`config.mk`:
```
export PLATFORM = sky130hd
export DESIGN_NAME = demux_router_1to4
export DESIGN_NICKNAME = d
export VERILOG_FILES = /design/src/rtl/demux_router_1to4.sv
export SDC_FILE = /design/constraint.sdc
export NUM_CORES = 1
export LEC_CHECK = 0
export CAP_MARGIN = 15
export CORE_MARGIN = 3
export CORE_UTILIZATION = 35
export CTS_BUF_LIST = sky130_fd_sc_hd__clkbuf_16
export CTS_CLUSTER_DIAMETER = 120
export CTS_CLUSTER_SIZE = 28
export DETAILED_ROUTE_END_ITERATION = 12
export MAX_ROUTING_LAYER = met4
export PLACE_DENSITY_LB_ADDON = 0.3
export SYNTH_ARGS = -nofsm -noshare
export SYNTH_HDL_FRONTEND = slang
export SYNTH_SLANG_ARGS = --single-unit
```
`constraint.sdc`:
```
create_clock -name clk -period 2.78 [get_ports clk]
set_input_delay 0.417 -clock clk [delete_from_list [all_inputs] [get_ports clk]]
set_output_delay 0.417 -clock clk [all_outputs]
set_load 0.05 [all_outputs]
```
`src/rtl/demux_router_1to4.sv`:
```
// rtl/demux_router_1to4.sv - buffered 1-to-4 valid/ready router with 2-entry FIFO and per-port delivery counters
module demux_router_1to4 #(
    parameter int WORD_LENGTH = 32,
    parameter int COUNT_WIDTH = 8
) (
    input  logic                     clk,
    input  logic                     reset,
    input  logic                     in_valid,
    output logic                     in_ready,
    input  logic [1:0]               in_sel,
    input  logic [WORD_LENGTH-1:0]   in_data,
    output logic [3:0]               out_valid,
    input  logic [3:0]               out_ready,
    output logic [WORD_LENGTH-1:0]   out_data,
    input  logic                     count_clr,
    output logic [4*COUNT_WIDTH-1:0] delivered,
    output logic [1:0]               occupancy
);

    logic [1:0]             sel_q  [2];
    logic [WORD_LENGTH-1:0] data_q [2];

    logic                   wr_ptr_q, wr_ptr_d;
    logic                   rd_ptr_q, rd_ptr_d;
    logic [1:0]             occ_q, occ_d;
    logic [COUNT_WIDTH-1:0] cnt_q [4];
    logic [COUNT_WIDTH-1:0] cnt_d [4];

    logic       push;
    logic       pop;
    logic [1:0] head_sel;

    // Ready depends only on registered occupancy so sinks never gate the producer combinationally.
    assign in_ready  = (occ_q != 2'd2);
    assign push      = in_valid && in_ready;
    assign head_sel  = sel_q[rd_ptr_q];
    assign out_data  = data_q[rd_ptr_q];
    assign occupancy = occ_q;

    always_comb begin
        out_valid = 4'b0000;
        if (occ_q != 2'd0) begin
            out_valid[head_sel] = 1'b1;
        end
    end

    assign pop = |(out_valid & out_ready);

    always_comb begin
        wr_ptr_d = wr_ptr_q ^ push;
        rd_ptr_d = rd_ptr_q ^ pop;
        occ_d    = occ_q + {1'b0, push} - {1'b0, pop};
    end

    // A clear wins over a same-cycle delivery, so that delivery is never counted.
    always_comb begin
        for (int i = 0; i < 4; i++) begin
            cnt_d[i] = cnt_q[i];
            if (count_clr) begin
                cnt_d[i] = '0;
            end else if (pop && (head_sel == 2'(i))) begin
                cnt_d[i] = cnt_q[i] + COUNT_WIDTH'(1);
            end
        end
    end

    always_comb begin
        for (int i = 0; i < 4; i++) begin
            delivered[i*COUNT_WIDTH +: COUNT_WIDTH] = cnt_q[i];
        end
    end

    always_ff @(posedge clk) begin
        if (!reset) begin
            wr_ptr_q <= 1'b0;
            rd_ptr_q <= 1'b0;
            occ_q    <= 2'd0;
            for (int i = 0; i < 4; i++) begin
                cnt_q[i] <= '0;
            end
        end else begin
            wr_ptr_q <= wr_ptr_d;
            rd_ptr_q <= rd_ptr_d;
            occ_q    <= occ_d;
            for (int i = 0; i < 4; i++) begin
                cnt_q[i] <= cnt_d[i];
            end
        end
    end

    // Payload storage carries no reset; entries are only observable once occupancy says so.
    always_ff @(posedge clk) begin
        if (push) begin
            sel_q[wr_ptr_q]  <= in_sel;
            data_q[wr_ptr_q] <= in_data;
        end
    end

endmodule

```
; Word level (Yosys, flattened, before mapping)
; Memory sizes are Yosys's and may differ from the RTL's. A register that Yosys moved wholly into a read port is not among the register bits.
; Index checks and enable logic that the tools add are counted.
[classes]
n_lt_le_gt_ge = 2
bitwise_logic = 7
n_mux = 21
n_reduce_logical = 9
addsub = 6
eq_ne = 4
[op_table]
columns = cell, n
row1 = 2-to-1 mux 8 bit, 12
row2 = adder 8 x 1 -> 8 bit (second input constant), 4
row3 = 2-to-1 mux 1 bit, 7
row4 = logical AND 1 bit, 6
row5 = AND 4 bit, 1
row6 = equality test 2 bit (second input constant), 2
row7 = 2-to-1 mux 4 bit, 1
row8 = bitwise OR 1 bit, 4
row9 = OR reduction 4 bit, 1
row10 = less-than comparator 2 x 3 -> 1 bit (second input constant), 1
row11 = adder 2 x 1 -> 2 bit, 1
row12 = demux 1 bit (select 2 bit), 1
row13 = equality test 2 x 1 -> 1 bit (second input constant), 1
row14 = greater-or-equal comparator 2 x 1 -> 1 bit (second input constant), 1
row15 = zero test 2 bit, 1
row16 = inequality test 2 bit (second input constant), 1
row17 = nonzero test 2 bit, 1
row18 = subtractor 2 x 1 -> 2 bit, 1
row19 = bitwise XOR 1 bit, 2
[totals]
input_bits = 42
mem_count = 3
ramBits = 100
elab_cells = 55
register_bits = 4
[memory_table]
columns = memory, words, width, rd, rd_clocked_by_memory_dff, wr, line_no
row1 = data_q, 2, 32, 1, 1, 1, 21  ; logic [WORD_LENGTH-1:0] data_q [2];
row2 = cnt_q, 4, 8, 4, 0, 4, 26  ; logic [COUNT_WIDTH-1:0] cnt_q [4];
row3 = sel_q, 2, 2, 1, 1, 1, 20  ; logic [1:0] sel_q [2];

; Longest topological paths before layout
; Gate-level depths: netlist of the first run.
[logic_depth]
ltp_word = 11
depth_mapped = 12
mapped_depth_nobuf = 10

; Worst setup path after synthesis of the first run
; No wires, ideal clock.
[synth_path]
path_kind = register to register
start = reg occ_q[1] (netlist: occupancy[1])
end = mem cnt_q[2][7]
n_path_buf = 1
setup_time_ns = 0.071
path_stages_with_launch = 7
path_slack_ns = 0.090
synth_period_minus_slack_ns = 2.690
t_arrival_ns = 2.619
t_required_ns = 2.709
path_cell_list = dfxtp_1 nor2_1 a21oi_1 o41ai_2 buf_2 or3_1 a21oi_1
[synth_lines]
columns = item, line_no
row1 = start: declaration, 25  ; logic [1:0] occ_q, occ_d;
row2 = start signal: assignment, 77  ; occ_q <= 2'd0;
row3 = start signal: assignment, 84  ; occ_q <= occ_d;
row4 = end: declaration, 26

==> impl_results.html, run 1 <==
<table>
<tr><th>Metric</th><th>Value</th></tr>
<tr><th colspan="2">Status</th></tr>
<tr><td>Status</td><td>finished, final reports clean</td></tr>
<tr><th colspan="2">Floorplanning</th></tr>
<tr><td>Chip Height</td><td>117 µm</td></tr>
<tr><td>Horiz. Die Dim</td><td>117 µm</td></tr>
<tr><td>Core outline area</td><td>0.0117 mm²</td></tr>
<tr><td>Number of placement rows</td><td>39</td></tr>
<tr><td>Count of pins on the block boundary</td><td>113</td></tr>
<tr><td>Die Footprint</td><td>0.0137 mm²</td></tr>
<tr><td>Starting Density</td><td>0.369</td></tr>
<tr><th colspan="2">Critical path</th></tr>
<tr><td>Worst Path Required</td><td>2.36 ns</td></tr>
<tr><td>Launch instance of the worst register-to-register path</td><td>sel_q[1][1]</td></tr>
<tr><td>Worst setup path class</td><td>reg2out</td></tr>
<tr><td>Worst setup path endpoint</td><td>out_data[31]</td></tr>
<tr><td>Worst reg2reg path depth</td><td>10</td></tr>
<tr><td>Critical Path Max Stage Delay</td><td>0.72 ns</td></tr>
<tr><td>Slowest-stage cell, CP</td><td>sky130_fd_sc_hd__clkdlybuf4s50_1</td></tr>
<tr><td>CP Buf/Inv Count</td><td>2</td></tr>
<tr><td>Worst setup EP type</td><td>primary output</td></tr>
<tr><td>Flop-to-flop setup slack</td><td>0.42 ns</td></tr>
<tr><td>Signal arrival time at the worst endpoint</td><td>2.09 ns</td></tr>
<tr><td>Family with the most delay on the worst path</td><td>buffers and inverters</td></tr>
<tr><td>Destination of the worst register-to-register timing path</td><td>occupancy[1]</td></tr>
<tr><td>Crit-path cells</td><td>buf_12, mux2_2, clkdlybuf4s50_1</td></tr>
<tr><td>Number of gates on the worst path with buffers counted</td><td>3</td></tr>
<tr><td>Maximum fanout along the worst path</td><td>33</td></tr>
<tr><td>CP Launch Type</td><td>flip-flop</td></tr>
<tr><th colspan="2">Yosys</th></tr>
<tr><td>Flip-flop cell with the highest count after synthesis</td><td>sky130_fd_sc_hd__edfxtp_1</td></tr>
<tr><td>Post-synth top area share</td><td>0.473</td></tr>
<tr><td>Synthesized flop and latch total</td><td>105</td></tr>
<tr><td>Synthesized Nets</td><td>375</td></tr>
<tr><td>Most frequently used cell type in the post-synthesis netlist</td><td>sky130_fd_sc_hd__edfxtp_1</td></tr>
<tr><td>Number of distinct library cells after synthesis</td><td>43</td></tr>
<tr><td>Synth Cell Area</td><td>0.00432 mm²</td></tr>
<tr><td>Synth Instances</td><td>325</td></tr>
<tr><td>Synth Warn #</td><td>0</td></tr>
<tr><td>Top area cells in the synthesized netlist</td><td>sky130_fd_sc_hd__edfxtp_1, sky130_fd_sc_hd__dfxtp_1, sky130_fd_sc_hd__mux2_2</td></tr>
<tr><td>Largest area contributor in the netlist</td><td>sky130_fd_sc_hd__edfxtp_1</td></tr>
<tr><td>Asr flop ratio synth</td><td>0</td></tr>
<tr><td>Post-synth top cells</td><td>sky130_fd_sc_hd__edfxtp_1, sky130_fd_sc_hd__dfxtp_1, sky130_fd_sc_hd__mux2_2, sky130_fd_sc_hd__a21oi_1, sky130_fd_sc_hd__nand2_1</td></tr>
<tr><td>Synthesized area per cell</td><td>13.3 µm²</td></tr>
<tr><td>Number of enable flip-flop cells after synthesis</td><td>68</td></tr>
<tr><td>Sequential cell area fraction in the yosys report</td><td>0.644</td></tr>
<tr><th colspan="2">Timing</th></tr>
<tr><td>Setup slack of the critical path after layout</td><td>0.270 ns</td></tr>
<tr><td>Aggregate negative setup slack</td><td>0 ns</td></tr>
<tr><td>Final period demand of the worst path</td><td>2.51 ns</td></tr>
<tr><td>Slew at the pin closest to its max-slew limit</td><td>0.633 ns</td></tr>
<tr><td>Max-slew violation count</td><td>0</td></tr>
<tr><td>Worst hold slack after final layout</td><td>0.469 ns</td></tr>
<tr><td>Layout Skew</td><td>0.00751 ns</td></tr>
<tr><td>Period Utilization, post-route</td><td>0.903</td></tr>
<tr><td>Worst-case headroom to the max-slew limit</td><td>0.577</td></tr>
<tr><td>Final number of setup-violating endpoints</td><td>0</td></tr>
<tr><td>Final Hold Violating Endpoints</td><td>0</td></tr>
<tr><td>F_max</td><td>398 MHz</td></tr>
<tr><td>RSZ-0062 raised after global routing</td><td>no</td></tr>
<tr><th colspan="2">Global route</th></tr>
<tr><td>Pin count of the biggest net entering global routing</td><td>34</td></tr>
<tr><td>Total Routing Usage GR</td><td>0.146</td></tr>
<tr><td>First-pass GRT wire length</td><td>14.8 mm</td></tr>
<tr><td>Antenna violations before repair</td><td>0</td></tr>
<tr><td>Residual overflow from global routing</td><td>0</td></tr>
<tr><td>Via count of the first global-routing pass</td><td>2994</td></tr>
<tr><th colspan="2">Clocking</th></tr>
<tr><td>Number of gates given a new drive strength after cts</td><td>0</td></tr>
<tr><td>Post-CTS Setup Repair Bufs</td><td>0</td></tr>
<tr><td>Maximum number of buffers from clock root to sink</td><td>2</td></tr>
<tr><td>CTS H-tree lvls</td><td>3</td></tr>
<tr><td>Cell at the root of the clock tree</td><td>sky130_fd_sc_hd__clkbuf_16</td></tr>
<tr><td>Hold Buf Count CTS</td><td>0</td></tr>
<tr><td>Sinks on the clock net</td><td>105</td></tr>
<tr><td>Number of buffers inserted during clock tree synthesis</td><td>9</td></tr>
<tr><td>Clock slew at the register clock pins of the worst setup and hold paths</td><td>0.06 ns</td></tr>
<tr><td>Clock tree from TritonCTS</td><td>done</td></tr>
<tr><td>Later-pin clock latency in the skew report</td><td>0.35 ns</td></tr>
<tr><th colspan="2">Place</th></tr>
<tr><td>Worst slack at placement</td><td>0.0539 ns</td></tr>
<tr><td>HPWL reported at the end of detailed placement</td><td>6.59 mm</td></tr>
<tr><td>Post-placement cell area</td><td>0.00568 mm²</td></tr>
<tr><td>Number of cells in the design after placement</td><td>574</td></tr>
<tr><td>Port Buf Inserts</td><td>112</td></tr>
<tr><td>Global placement routability congestion</td><td>0.779</td></tr>
<tr><th colspan="2">Drt</th></tr>
<tr><td>Final antenna-violating net count</td><td>0</td></tr>
<tr><td>Drt first-iter violations</td><td>180</td></tr>
<tr><td>WL per Instance</td><td>15.9 µm</td></tr>
<tr><td>DRC violation count after routing</td><td>0</td></tr>
<tr><td>Routed vias</td><td>3023</td></tr>
<tr><td>Number of detailed-routing iterations run before antenna repair</td><td>4</td></tr>
<tr><td>Final WL</td><td>9.37 mm</td></tr>
<tr><td>Avg Vias per Cell</td><td>5.13</td></tr>
<tr><th colspan="2">Power</th></tr>
<tr><td>Leakage power</td><td>2.00 nW</td></tr>
<tr><td>Worst vdd rail ir drop</td><td>0.000530 V</td></tr>
<tr><td>Cell Pwr Density</td><td>840 mW/mm²</td></tr>
<tr><td>Final Power</td><td>5.01 mW</td></tr>
<tr><th colspan="2">Flow run</th></tr>
<tr><td>Max-cap viol count</td><td>0</td></tr>
<tr><th colspan="2">Cells and area</th></tr>
<tr><td>Cell area after layout</td><td>0.00597 mm²</td></tr>
<tr><td>Final Net Count</td><td>492</td></tr>
<tr><td>Layout overhead on the synthesized area</td><td>38.2%</td></tr>
<tr><td>Total inserted antenna cells</td><td>0</td></tr>
<tr><td>Post-Route Utilization</td><td>0.510</td></tr>
<tr><td>Non-filler cells in the finished layout</td><td>589</td></tr>
<tr><td>Fraction of layout cells with a size suffix above 1</td><td>0.150</td></tr>
<tr><th colspan="2">Hold path</th></tr>
<tr><td>Type of the tightest min-delay check</td><td>reg2reg</td></tr>
</table>
==> cell families (layout without fill, tap and decap cells) <==
| kind of cell | Yosys count | after routing | synth area share |
|---|---|---|---|
| buffers and inverters | 21 | 142 | 0.0223 |
| DFF | 105 | 105 | 0.644 |
| xor gates and xnor gates | 10 | 10 | 0.0203 |
| muxes | 33 | 33 | 0.0858 |
| adders and majority gates | 8 | 8 | 0.0232 |
| and+or+nand+nor | 93 | 93 | 0.123 |
| AOI/OAI and AO/OA | 55 | 55 | 0.0814 |
==> flip-flops by register name, indices dropped and copies added (netlist names), named ones only <==
name,count
occupancy,2
cnt_q,32
sel_q,4
rd_ptr_q,1
wr_ptr_q,1
data_q,64
==> how the worst min path moves through the flow <==
stage,depth (start not counted),to,from
after floorplan,2,flip-flop,rd_ptr_q
after global placement,2,rd_ptr_q,rd_ptr_q
after detailed placement,2,flip-flop,rd_ptr_q
after CTS,2,flip-flop,rd_ptr_q
after global routing,2,flip-flop,rd_ptr_q
final,2,flip-flop,rd_ptr_q
==> placed cells by master, fill, tap and decap left out, drive strengths merged, types with 9 or more instances in the layout <==
cell / n
inv: 9
clkbuf: 9
o21ai: 12
edfxtp: 68
nand3: 11
nand2: 16
o31ai: 11
buf: 11
nor2: 12
clkdlybuf4s50: 108
a21oi: 23
mux2: 32
dfxtp: 37
or4: 13
or3: 9
==> layout make-up <==
class,instances,area (µm²)
clock inverters,6,61.3
repair buffers,119,1240
inverters,8,30.0
fillers,1069,5740
well taps,143,179
flip-flops and latches,105,2780
multi-input cells,199,1450
clock buffers,9,225
==> worst min-delay path: stages, from the launching register on <==
cell                      delay [ns]
sky130_fd_sc_hd__dfxtp_1        0.31
sky130_fd_sc_hd__nand2_1        0.06
sky130_fd_sc_hd__o21ai_0        0.06
==> layer usage <==
layer / up-vias / part of all wire / track usage
met3: 11 / 0.040 / 0.0380
met5: - / 0 / -
met1: 1476 / 0.43 / 0.170
li1: 1475 / - / -
met4: 0 / 0.014 / 0.0573
met2: 61 / 0.51 / 0.242
==> power by group <==
group / internal, mW / total (mW) / switching (mW)
combinational: 0.693 / 1.85 / 1.16
clock: 0.688 / 1.24 / 0.549
sequential: 1.85 / 1.92 / 0.0701
total: 3.23 / 5.01 / 1.78
(Power assumes the default switching activity.)
==> inputs of run 2 (changes only) <==
--- a/config.mk
+++ b/config.mk
@@ -6,7 +6,7 @@
 export NUM_CORES = 1
 export LEC_CHECK = 0
 export CAP_MARGIN = 15
-export CORE_MARGIN = 3
+export CORE_MARGIN = 2
 export CORE_UTILIZATION = 35
 export CTS_BUF_LIST = sky130_fd_sc_hd__clkbuf_16
 export CTS_CLUSTER_DIAMETER = 120
==> run 2 against run 1 <==
Effect of this change:
- count of clock-buffer cells in the layout unchanged
- maximum frequency decreased by 3.2%
- setup slack worse by 0.082 ns
- power is 0.76% lower
- cell count rose by 0.85%
- via count down 1.6%
- clock power about the same
- largest power group unchanged
- routed wire length fell by 2.5%
==> impl_results.html, run 2 (synthesis gave the netlist of run 1 again) <==
<table>
<tr><th>Metric</th><th>Value</th></tr>
<tr><th colspan="2">Global route</th></tr>
<tr><td>First-pass GRT wire length</td><td>14.8 mm (about the same)</td></tr>
<tr><td>Routing usage on met2</td><td>0.233 (was 0.242)</td></tr>
<tr><td>Total Routing Usage GR</td><td>0.147 (was 0.146)</td></tr>
<tr><td>Busiest grt layer</td><td>met2 (unchanged)</td></tr>
<tr><td>Residual overflow from global routing</td><td>0 (unchanged)</td></tr>
<tr><td>Via count of the first global-routing pass</td><td>2964 (was 2994)</td></tr>
<tr><td>Antenna violations before repair</td><td>0 (unchanged)</td></tr>
<tr><td>Pin count of the biggest net entering global routing</td><td>35 (was 34)</td></tr>
<tr><td>Grt met3 use</td><td>0.0327 (was 0.0380)</td></tr>
<tr><td>Global Route met1 Usage</td><td>0.181 (was 0.170)</td></tr>
<tr><th colspan="2">Timing</th></tr>
<tr><td>Layout Skew</td><td>0.00534 ns (was 0.00751 ns)</td></tr>
<tr><td>Aggregate negative setup slack</td><td>0 ns (unchanged)</td></tr>
<tr><td>Worst hold slack after final layout</td><td>0.485 ns (was 0.469 ns)</td></tr>
<tr><td>Max-slew violation count</td><td>0 (unchanged)</td></tr>
<tr><td>Slew at the pin closest to its max-slew limit</td><td>0.649 ns (was 0.633 ns)</td></tr>
<tr><td>F_max</td><td>386 MHz (was 398 MHz)</td></tr>
<tr><td>Period Utilization, post-route</td><td>0.932 (was 0.903)</td></tr>
<tr><td>Final number of setup-violating endpoints</td><td>0 (unchanged)</td></tr>
<tr><td>Final period demand of the worst path</td><td>2.59 ns (was 2.51 ns)</td></tr>
<tr><td>Worst-case headroom to the max-slew limit</td><td>0.566 (was 0.577)</td></tr>
<tr><td>Final Hold Violating Endpoints</td><td>0 (unchanged)</td></tr>
<tr><td>RSZ-0062 raised after global routing</td><td>no (unchanged)</td></tr>
<tr><th colspan="2">Critical path</th></tr>
<tr><td>Worst setup path class</td><td>reg2out (unchanged)</td></tr>
<tr><td>Worst Path Required</td><td>2.36 ns (about the same)</td></tr>
<tr><td>Worst reg2reg path depth</td><td>10 (unchanged)</td></tr>
<tr><td>Worst setup EP type</td><td>primary output (unchanged)</td></tr>
<tr><td>Signal arrival time at the worst endpoint</td><td>2.17 ns (was 2.09 ns)</td></tr>
<tr><td>Flop-to-flop setup slack</td><td>0.41 ns (was 0.42 ns)</td></tr>
<tr><td>Destination of the worst register-to-register timing path</td><td>occupancy[1] (unchanged)</td></tr>
<tr><td>Maximum fanout along the worst path</td><td>32 (was 33)</td></tr>
<tr><td>Crit-path cells</td><td>buf_6, mux2_2, clkdlybuf4s50_1 (was buf_12, mux2_2, clkdlybuf4s50_1)</td></tr>
<tr><td>Family with the most delay on the worst path</td><td>buffers and inverters (unchanged)</td></tr>
<tr><td>Launch instance of the worst register-to-register path</td><td>sel_q[1][1] (unchanged)</td></tr>
<tr><td>CP Buf/Inv Count</td><td>2 (unchanged)</td></tr>
<tr><td>Critical Path Max Stage Delay</td><td>0.72 ns (about the same)</td></tr>
<tr><td>CP Launch Type</td><td>flip-flop (unchanged)</td></tr>
<tr><td>Slowest-stage cell, CP</td><td>sky130_fd_sc_hd__clkdlybuf4s50_1 (unchanged)</td></tr>
<tr><th colspan="2">Floorplanning</th></tr>
<tr><td>Starting Density</td><td>0.359 (was 0.369)</td></tr>
<tr><td>Die Footprint</td><td>0.0132 mm² (was 0.0137 mm²)</td></tr>
<tr><td>Horiz. Die Dim</td><td>115 µm (was 117 µm)</td></tr>
<tr><td>Chip Height</td><td>115 µm (was 117 µm)</td></tr>
<tr><td>Count of pins on the block boundary</td><td>113 (unchanged)</td></tr>
<tr><td>Core outline area</td><td>0.0120 mm² (was 0.0117 mm²)</td></tr>
<tr><td>Number of placement rows</td><td>40 (was 39)</td></tr>
<tr><th colspan="2">Cells and area</th></tr>
<tr><td>Multi-input gate area in the final layout</td><td>0.00145 mm² (unchanged)</td></tr>
<tr><td>Fraction of layout cells with a size suffix above 1</td><td>0.154 (was 0.150)</td></tr>
<tr><td>Most frequent standard cell in the layout excluding fill and tap cells</td><td>sky130_fd_sc_hd__clkdlybuf4s50_1 (unchanged)</td></tr>
<tr><td>Biggest registers after layout</td><td>data_q: 64 flops, cnt_q: 32 flops, sel_q: 4 flops (unchanged)</td></tr>
<tr><td>Total inserted antenna cells</td><td>0 (unchanged)</td></tr>
<tr><td>Largest Register</td><td>data_q (unchanged)</td></tr>
<tr><td>Register area</td><td>0.00278 mm² (unchanged)</td></tr>
<tr><td>Final Net Count</td><td>493 (was 492)</td></tr>
<tr><td>Max FFs per register</td><td>64 (unchanged)</td></tr>
<tr><td>Most frequent cells in the layout</td><td>sky130_fd_sc_hd__clkdlybuf4s50_1, sky130_fd_sc_hd__edfxtp_1, sky130_fd_sc_hd__dfxtp_1 (unchanged)</td></tr>
<tr><td>Layout overhead on the synthesized area</td><td>38.0% (was 38.2%)</td></tr>
<tr><td>Fill cell total of the finished layout</td><td>1101 (was 1069)</td></tr>
<tr><th colspan="2">Clocking</th></tr>
<tr><td>Later-pin clock latency in the skew report</td><td>0.33 ns (was 0.35 ns)</td></tr>
<tr><td>Post-CTS Setup Repair Bufs</td><td>0 (unchanged)</td></tr>
<tr><td>Cell at the root of the clock tree</td><td>sky130_fd_sc_hd__clkbuf_16 (unchanged)</td></tr>
<tr><td>CTS H-tree lvls</td><td>3 (unchanged)</td></tr>
<tr><td>Clock slew at the register clock pins of the worst setup and hold paths</td><td>0.07 ns (was 0.06 ns)</td></tr>
<tr><td>Sinks on the clock net</td><td>105 (unchanged)</td></tr>
<tr><td>Number of buffers inserted during clock tree synthesis</td><td>9 (unchanged)</td></tr>
<tr><td>Clock tree from TritonCTS</td><td>done (unchanged)</td></tr>
<tr><td>Maximum number of buffers from clock root to sink</td><td>2 (unchanged)</td></tr>
<tr><th colspan="2">Status</th></tr>
<tr><td>Status</td><td>finished, final reports clean (unchanged)</td></tr>
<tr><th colspan="2">Power</th></tr>
<tr><td>Cell Pwr Density</td><td>835 mW/mm² (was 840 mW/mm²)</td></tr>
<tr><td>Leakage power</td><td>2.00 nW (about the same)</td></tr>
<tr><td>Worst vdd rail ir drop</td><td>0.000420 V (was 0.000530 V)</td></tr>
<tr><th colspan="2">Hold path</th></tr>
<tr><td>WHS Endpoint</td><td>rd_ptr_q</td></tr>
<tr><td>Hold-critical path depth</td><td>2 (unchanged)</td></tr>
<tr><td>Type of the tightest min-delay check</td><td>reg2reg (unchanged)</td></tr>
<tr><td>Hold wc startpoint</td><td>rd_ptr_q (unchanged)</td></tr>
<tr><th colspan="2">Place</th></tr>
<tr><td>HPWL reported at the end of detailed placement</td><td>6.29 mm (was 6.59 mm)</td></tr>
<tr><td>Port Buf Inserts</td><td>112 (unchanged)</td></tr>
<tr><td>Global placement routability congestion</td><td>0.802 (was 0.779)</td></tr>
<tr><th colspan="2">Drt</th></tr>
<tr><td>WL per Instance</td><td>15.4 µm (was 15.9 µm)</td></tr>
<tr><td>Final antenna-violating net count</td><td>0 (unchanged)</td></tr>
<tr><td>Routed vias</td><td>2974 (was 3023)</td></tr>
<tr><td>Drt first-iter violations</td><td>129 (was 180)</td></tr>
<tr><td>Number of detailed-routing iterations run before antenna repair</td><td>4 (unchanged)</td></tr>
<tr><td>Avg Vias per Cell</td><td>5.01 (was 5.13)</td></tr>
<tr><td>Final WL</td><td>9.14 mm (was 9.37 mm)</td></tr>
<tr><td>DRC violation count after routing</td><td>0 (unchanged)</td></tr>
<tr><th colspan="2">Flow run</th></tr>
<tr><td>Max-cap viol count</td><td>0 (unchanged)</td></tr>
</table>
-- run 2: layer usage --
metal / share of wire / vias to the layer above
li1: - / 1467
met1: 0.44 / 1435
met2: 0.49 / 59
met3: 0.043 / 13
met4: 0.018 / 0
met5: 0 / -
-- run 2: worst max-delay path by stage --
stage | start | endpoint | slack, ns | depth (start not counted)
after floorplan | occupancy[1] | cnt_q[2][7] | 0.09 | 6
after global placement | out_ready[3] | occupancy[1] | 0.09 | 11
after detailed placement | out_ready[3] | occupancy[1] | 0.02 | 11
after CTS | flip-flop | out_data[23] | 0.04 | 3
after global routing | flip-flop | out_data[18] | 0.10 | 3
final | flip-flop | out_data[23] | 0.19 | 3
-- run 2: through the flow --
| stage | cell area (µm²) | util | instances | worst slack [ns] | power [mW] |
|---|---|---|---|---|---|
| floorplan | 4320 | - | 325 | 0.0900 | 3.19 |
| global placement | 5670 | 0.472 | 579 | 0.0940 | 3.78 |
| detailed placement | 5670 | 0.472 | 579 | 0.0229 | 3.80 |
| CTS | 5950 | 0.496 | 594 | 0.0406 | 5.04 |
| global route | 5960 | 0.496 | 594 | 0.102 | 5.21 |
| finish | 5960 | 0.496 | 594 | 0.188 | 4.98 |
-- run 2: worst register-to-register path, cell delays in order (launching register included) --
cell and delay (ns):
sky130_fd_sc_hd__edfxtp_1 0.45, sky130_fd_sc_hd__and4_1 0.23, sky130_fd_sc_hd__a31o_2 0.24, sky130_fd_sc_hd__nor4_2 0.32, sky130_fd_sc_hd__nor2_1 0.10, sky130_fd_sc_hd__ha_1 0.29
sky130_fd_sc_hd__inv_1 0.04, sky130_fd_sc_hd__ha_1 0.18, sky130_fd_sc_hd__xnor2_1 0.14, sky130_fd_sc_hd__xnor2_1 0.13, sky130_fd_sc_hd__and2_1 0.16
-- run 2: final cells by class --
cell class / instances / share of cell area
Timing Repair Buffer: 120 / 0.206
Clock inverter: 6 / 0.0101
Clock buffer: 9 / 0.0378
Multi-Input combinational cell: 199 / 0.243
Inverter: 8 / 0.00504
Sequential cell: 105 / 0.467
Tap cell: 147 / 0.0309
-- run 2: what timing repair did --
action,in CTS,in global routing
setup endpoints to repair,0,12
hold buffers,0,0
gates resized for setup,0,1
-- run 2: report_power, final --
| group | switching (mW) | total [mW] | internal [mW] | leakage, nW |
|---|---|---|---|---|
| sequential | 0.0714 | 1.92 | 1.85 | 0.935 |
| clock | 0.537 | 1.23 | 0.689 | 0.139 |
| combinational | 1.16 | 1.82 | 0.669 | 0.930 |
==> inputs of run 3 (changes only) <==
--- a/config.mk
+++ b/config.mk
@@ -5,6 +5,7 @@
 export SDC_FILE = /design/constraint.sdc
 export NUM_CORES = 1
 export LEC_CHECK = 0
+export ABC_AREA = 1
 export CAP_MARGIN = 15
 export CORE_MARGIN = 2
 export CORE_UTILIZATION = 35
==> run 3 against run 2 <==
Effect of this change:
- first-iteration DRC count is 30% higher
- setup slack better by 0.30 ns
- clock skew is 0.0038 ns higher
- synthesized cell count is 38% higher
- die area is 3.2% higher
- largest power group is now combinational logic
==> impl_results.html, run 3 <==
<table>
<tr><th>Metric</th><th>Value</th></tr>
<tr><th colspan="2">Status</th></tr>
<tr><td>Status</td><td>finished, final reports clean (unchanged)</td></tr>
<tr><th colspan="2">Timing</th></tr>
<tr><td>Worst-case headroom to the max-slew limit</td><td>0.578 (was 0.566)</td></tr>
<tr><td>Final number of setup-violating endpoints</td><td>0 (unchanged)</td></tr>
<tr><td>F_max</td><td>437 MHz (was 386 MHz)</td></tr>
<tr><td>Slew at the pin closest to its max-slew limit</td><td>0.633 ns (was 0.649 ns)</td></tr>
<tr><td>Layout Skew</td><td>0.00916 ns (was 0.00534 ns)</td></tr>
<tr><td>Aggregate negative setup slack</td><td>0 ns (unchanged)</td></tr>
<tr><td>Final Hold Violating Endpoints</td><td>0 (unchanged)</td></tr>
<tr><td>Final period demand of the worst path</td><td>2.29 ns (was 2.59 ns)</td></tr>
<tr><td>Max-slew violation count</td><td>0 (unchanged)</td></tr>
<tr><td>RSZ-0062 raised after global routing</td><td>no (unchanged)</td></tr>
<tr><td>Period Utilization, post-route</td><td>0.823 (was 0.932)</td></tr>
<tr><td>Setup slack of the critical path after layout</td><td>0.492 ns (was 0.188 ns)</td></tr>
<tr><th colspan="2">Cells and area</th></tr>
<tr><td>Most frequent cells in the layout</td><td>sky130_fd_sc_hd__nand2_1, sky130_fd_sc_hd__clkdlybuf4s50_1, sky130_fd_sc_hd__edfxtp_1 (was sky130_fd_sc_hd__clkdlybuf4s50_1, sky130_fd_sc_hd__edfxtp_1, sky130_fd_sc_hd__dfxtp_1)</td></tr>
<tr><td>Layout overhead on the synthesized area</td><td>35.0% (was 38.0%)</td></tr>
<tr><td>Most frequent standard cell in the layout excluding fill and tap cells</td><td>sky130_fd_sc_hd__nand2_1 (was sky130_fd_sc_hd__clkdlybuf4s50_1)</td></tr>
<tr><td>Fraction of layout cells with a size suffix above 1</td><td>0.131 (was 0.154)</td></tr>
<tr><td>Total inserted antenna cells</td><td>0 (unchanged)</td></tr>
<tr><td>Largest Register</td><td>data_q (unchanged)</td></tr>
<tr><td>Final Net Count</td><td>612 (was 493)</td></tr>
<tr><td>Cell area after layout</td><td>0.00602 mm² (was 0.00596 mm²)</td></tr>
<tr><td>Biggest registers after layout</td><td>data_q: 64 flops, cnt_q: 32 flops, sel_q: 4 flops (unchanged)</td></tr>
<tr><td>Max FFs per register</td><td>64 (unchanged)</td></tr>
<tr><td>Post-Route Utilization</td><td>0.481 (was 0.496)</td></tr>
<tr><th colspan="2">Clocking</th></tr>
<tr><td>Sinks on the clock net</td><td>105 (unchanged)</td></tr>
<tr><td>Maximum number of buffers from clock root to sink</td><td>2 (unchanged)</td></tr>
<tr><td>CTS H-tree lvls</td><td>3 (unchanged)</td></tr>
<tr><td>Later-pin clock latency in the skew report</td><td>0.33 ns (about the same)</td></tr>
<tr><td>Number of buffers inserted during clock tree synthesis</td><td>9 (unchanged)</td></tr>
<tr><td>Post-CTS Setup Repair Bufs</td><td>0 (unchanged)</td></tr>
<tr><td>Number of gates given a new drive strength after cts</td><td>0 (unchanged)</td></tr>
<tr><td>Hold Buf Count CTS</td><td>0 (unchanged)</td></tr>
<tr><td>Clock slew at the register clock pins of the worst setup and hold paths</td><td>0.07 ns (about the same)</td></tr>
<tr><td>Clock tree from TritonCTS</td><td>done (unchanged)</td></tr>
<tr><td>Cell at the root of the clock tree</td><td>sky130_fd_sc_hd__clkbuf_16 (unchanged)</td></tr>
<tr><th colspan="2">Drt</th></tr>
<tr><td>Routed length on met3</td><td>641 µm (was 397 µm)</td></tr>
<tr><td>Drt first-iter violations</td><td>168 (was 129)</td></tr>
<tr><td>Detailed route wirelength on metal2</td><td>4.09 mm (was 4.51 mm)</td></tr>
<tr><td>Final WL</td><td>9.42 mm (was 9.14 mm)</td></tr>
<tr><td>Number of detailed-routing iterations run before antenna repair</td><td>4 (unchanged)</td></tr>
<tr><td>WL per Instance</td><td>12.8 µm (was 15.4 µm)</td></tr>
<tr><td>Routed vias</td><td>3292 (was 2974)</td></tr>
<tr><td>Final antenna-violating net count</td><td>0 (unchanged)</td></tr>
<tr><td>M1 wire length</td><td>4.66 mm (was 4.06 mm)</td></tr>
<tr><td>Avg Vias per Cell</td><td>4.45 (was 5.01)</td></tr>
<tr><td>DRC violation count after routing</td><td>0 (unchanged)</td></tr>
<tr><td>Highest layer used for signal routing</td><td>met4 (unchanged)</td></tr>
<tr><th colspan="2">Critical path</th></tr>
<tr><td>Worst Path Required</td><td>3.05 ns (was 2.36 ns)</td></tr>
<tr><td>Worst setup EP type</td><td>flip-flop (was primary output)</td></tr>
<tr><td>CP Launch Type</td><td>flip-flop (unchanged)</td></tr>
<tr><td>Signal arrival time at the worst endpoint</td><td>2.56 ns (was 2.17 ns)</td></tr>
<tr><td>Maximum fanout along the worst path</td><td>36 (was 32)</td></tr>
<tr><td>Worst setup path endpoint</td><td>occupancy[1] (was out_data[23])</td></tr>
<tr><td>Flop-to-flop setup slack</td><td>0.49 ns (was 0.41 ns)</td></tr>
<tr><td>Destination of the worst register-to-register timing path</td><td>occupancy[1] (unchanged)</td></tr>
<tr><td>Worst reg2reg path depth</td><td>13 (was 10)</td></tr>
<tr><td>Worst setup path class</td><td>reg2reg (was reg2out)</td></tr>
<tr><th colspan="2">Floorplanning</th></tr>
<tr><td>Horiz. Die Dim</td><td>117 µm (was 115 µm)</td></tr>
<tr><td>Core outline area</td><td>0.0125 mm² (was 0.0120 mm²)</td></tr>
<tr><td>Count of pins on the block boundary</td><td>113 (unchanged)</td></tr>
<tr><td>Die Footprint</td><td>0.0137 mm² (was 0.0132 mm²)</td></tr>
<tr><td>Chip Height</td><td>117 µm (was 115 µm)</td></tr>
<tr><td>Number of placement rows</td><td>41 (was 40)</td></tr>
<tr><td>Starting Density</td><td>0.356 (was 0.359)</td></tr>
<tr><th colspan="2">Flow run</th></tr>
<tr><td>Max-cap viol count</td><td>0 (unchanged)</td></tr>
<tr><th colspan="2">Yosys</th></tr>
<tr><td>Asr flop ratio synth</td><td>0 (unchanged)</td></tr>
<tr><td>Post-synth top area share</td><td>0.458 (was 0.473)</td></tr>
<tr><td>Synthesized Nets</td><td>497 (was 375)</td></tr>
<tr><td>Synthesized flop and latch total</td><td>105 (unchanged)</td></tr>
<tr><td>Synth Cell Area</td><td>0.00446 mm² (was 0.00432 mm²)</td></tr>
<tr><td>Synth Instances</td><td>447 (was 325)</td></tr>
<tr><td>Largest area contributor in the netlist</td><td>sky130_fd_sc_hd__edfxtp_1 (unchanged)</td></tr>
<tr><td>Top area cells in the synthesized netlist</td><td>sky130_fd_sc_hd__edfxtp_1, sky130_fd_sc_hd__dfxtp_1, sky130_fd_sc_hd__nand2_1 (was sky130_fd_sc_hd__edfxtp_1, sky130_fd_sc_hd__dfxtp_1, sky130_fd_sc_hd__mux2_2)</td></tr>
<tr><td>Number of distinct library cells after synthesis</td><td>22 (was 43)</td></tr>
<tr><td>Flip-flop cell with the highest count after synthesis</td><td>sky130_fd_sc_hd__edfxtp_1 (unchanged)</td></tr>
<tr><td>Synth Warn #</td><td>0 (unchanged)</td></tr>
<tr><td>Post-synth top cells</td><td>sky130_fd_sc_hd__nand2_1, sky130_fd_sc_hd__edfxtp_1, sky130_fd_sc_hd__dfxtp_1, sky130_fd_sc_hd__a21oi_1, sky130_fd_sc_hd__inv_1 (was sky130_fd_sc_hd__edfxtp_1, sky130_fd_sc_hd__dfxtp_1, sky130_fd_sc_hd__mux2_2, sky130_fd_sc_hd__a21oi_1, sky130_fd_sc_hd__nand2_1)</td></tr>
<tr><td>Synthesized area per cell</td><td>9.98 µm² (was 13.3 µm²)</td></tr>
<tr><td>Number of enable flip-flop cells after synthesis</td><td>68 (unchanged)</td></tr>
<tr><td>Most frequently used cell type in the post-synthesis netlist</td><td>sky130_fd_sc_hd__nand2_1 (was sky130_fd_sc_hd__edfxtp_1)</td></tr>
<tr><td>Sequential cell area fraction in the yosys report</td><td>0.624 (was 0.644)</td></tr>
<tr><th colspan="2">Power</th></tr>
<tr><td>Final Power</td><td>5.52 mW (was 4.98 mW)</td></tr>
<tr><td>Worst vdd rail ir drop</td><td>0.000501 V (was 0.000420 V)</td></tr>
<tr><td>Leakage power</td><td>2.36 nW (was 2.00 nW)</td></tr>
<tr><td>Cell Pwr Density</td><td>916 mW/mm² (was 835 mW/mm²)</td></tr>
<tr><th colspan="2">Global route</th></tr>
<tr><td>Antenna violations before repair</td><td>0 (unchanged)</td></tr>
<tr><td>Pin count of the biggest net entering global routing</td><td>37 (was 35)</td></tr>
<tr><td>Residual overflow from global routing</td><td>0 (unchanged)</td></tr>
<tr><td>Total Routing Usage GR</td><td>0.144 (was 0.147)</td></tr>
<tr><td>Via count of the first global-routing pass</td><td>3069 (was 2964)</td></tr>
<tr><td>First-pass GRT wire length</td><td>14.8 mm (about the same)</td></tr>
<tr><th colspan="2">Place</th></tr>
<tr><td>Post-placement cell area</td><td>0.00569 mm² (was 0.00567 mm²)</td></tr>
<tr><td>HPWL reported at the end of detailed placement</td><td>6.26 mm (was 6.29 mm)</td></tr>
<tr><td>Port Buf Inserts</td><td>112 (unchanged)</td></tr>
<tr><td>Worst slack at placement</td><td>0.462 ns (was 0.0229 ns)</td></tr>
<tr><td>Global placement routability congestion</td><td>0.850 (was 0.802)</td></tr>
<tr><th colspan="2">Hold path</th></tr>
<tr><td>Type of the tightest min-delay check</td><td>reg2reg (unchanged)</td></tr>
</table>
run 3: worst min path at each step:
stage | end | startpoint | cells after the start | slack, ns
after floorplan | flip-flop | rd_ptr_q | 3 | 0.49
after global placement | cnt_q[1][7] | cnt_q[1][7] | 2 | 0.48
after detailed placement | cnt_q[1][7] | cnt_q[1][7] | 2 | 0.48
after global routing | cnt_q[1][7] | cnt_q[1][7] | 2 | 0.51
after CTS | cnt_q[0][7] | cnt_q[0][7] | 2 | 0.49
final | cnt_q[0][7] | cnt_q[0][7] | 2 | 0.49
run 3: kinds of logic after synthesis:
group                      Yosys count  share of synthesized area
AOI/OAI and AO/OA                   34                     0.0381
buffers and inverters               45                     0.0407
and+or+nand+nor                    230                      0.226
DFF                                105                      0.624
xor gates and xnor gates            25                     0.0491
adders and majority gates            8                     0.0224
run 3: power by group:
group	total (mW)	internal, mW	switching (mW)
combinational	2.19	0.581	1.61
clock	1.39	0.872	0.521
sequential	1.93	1.87	0.0632
total	5.52	3.32	2.20
run 3: routing by layer:
metal | vias to the layer above | track usage
met5 | - | -
met4 | 0 | 0.0439
met3 | 2 | 0.0402
met2 | 100 | 0.213
met1 | 1504 | 0.193
li1 | 1686 | -
run 3: worst max-delay path, stage by stage, from the launching register on:
cell and delay (ns):
sky130_fd_sc_hd__dfxtp_1 0.48, sky130_fd_sc_hd__inv_6 0.18, sky130_fd_sc_hd__nand2_2 0.10, sky130_fd_sc_hd__nand2_2 0.11
sky130_fd_sc_hd__nand4_4 0.18, sky130_fd_sc_hd__nand2_1 0.10, sky130_fd_sc_hd__nor2_2 0.15, sky130_fd_sc_hd__inv_1 0.06
sky130_fd_sc_hd__ha_1 0.27, sky130_fd_sc_hd__inv_1 0.04, sky130_fd_sc_hd__ha_1 0.18, sky130_fd_sc_hd__xnor2_1 0.18
sky130_fd_sc_hd__o21ai_0 0.10, sky130_fd_sc_hd__a21oi_1 0.11
run 3: final cells by class:
class	instances	area (µm²)
Clock buffer	9	225
Sequential cell	105	2780
Fill cell	1191	6500
Multi-Input combinational cell	297	1500
Timing Repair Buffer	115	1050
Inverter	34	133
Tap cell	172	215
Clock inverter	7	110
run 3: per-stage QoR:
| stage | hold slack, ns | instances |
|---|---|---|
| 5_1_grt | 0.509 | 739 |
| 3_5_place_dp | 0.480 | 723 |
| 6_report | 0.489 | 739 |
| 4_1_cts | 0.492 | 739 |
| 3_3_place_gp | 0.476 | 723 |
| 2_1_floorplan | 0.490 | 447 |
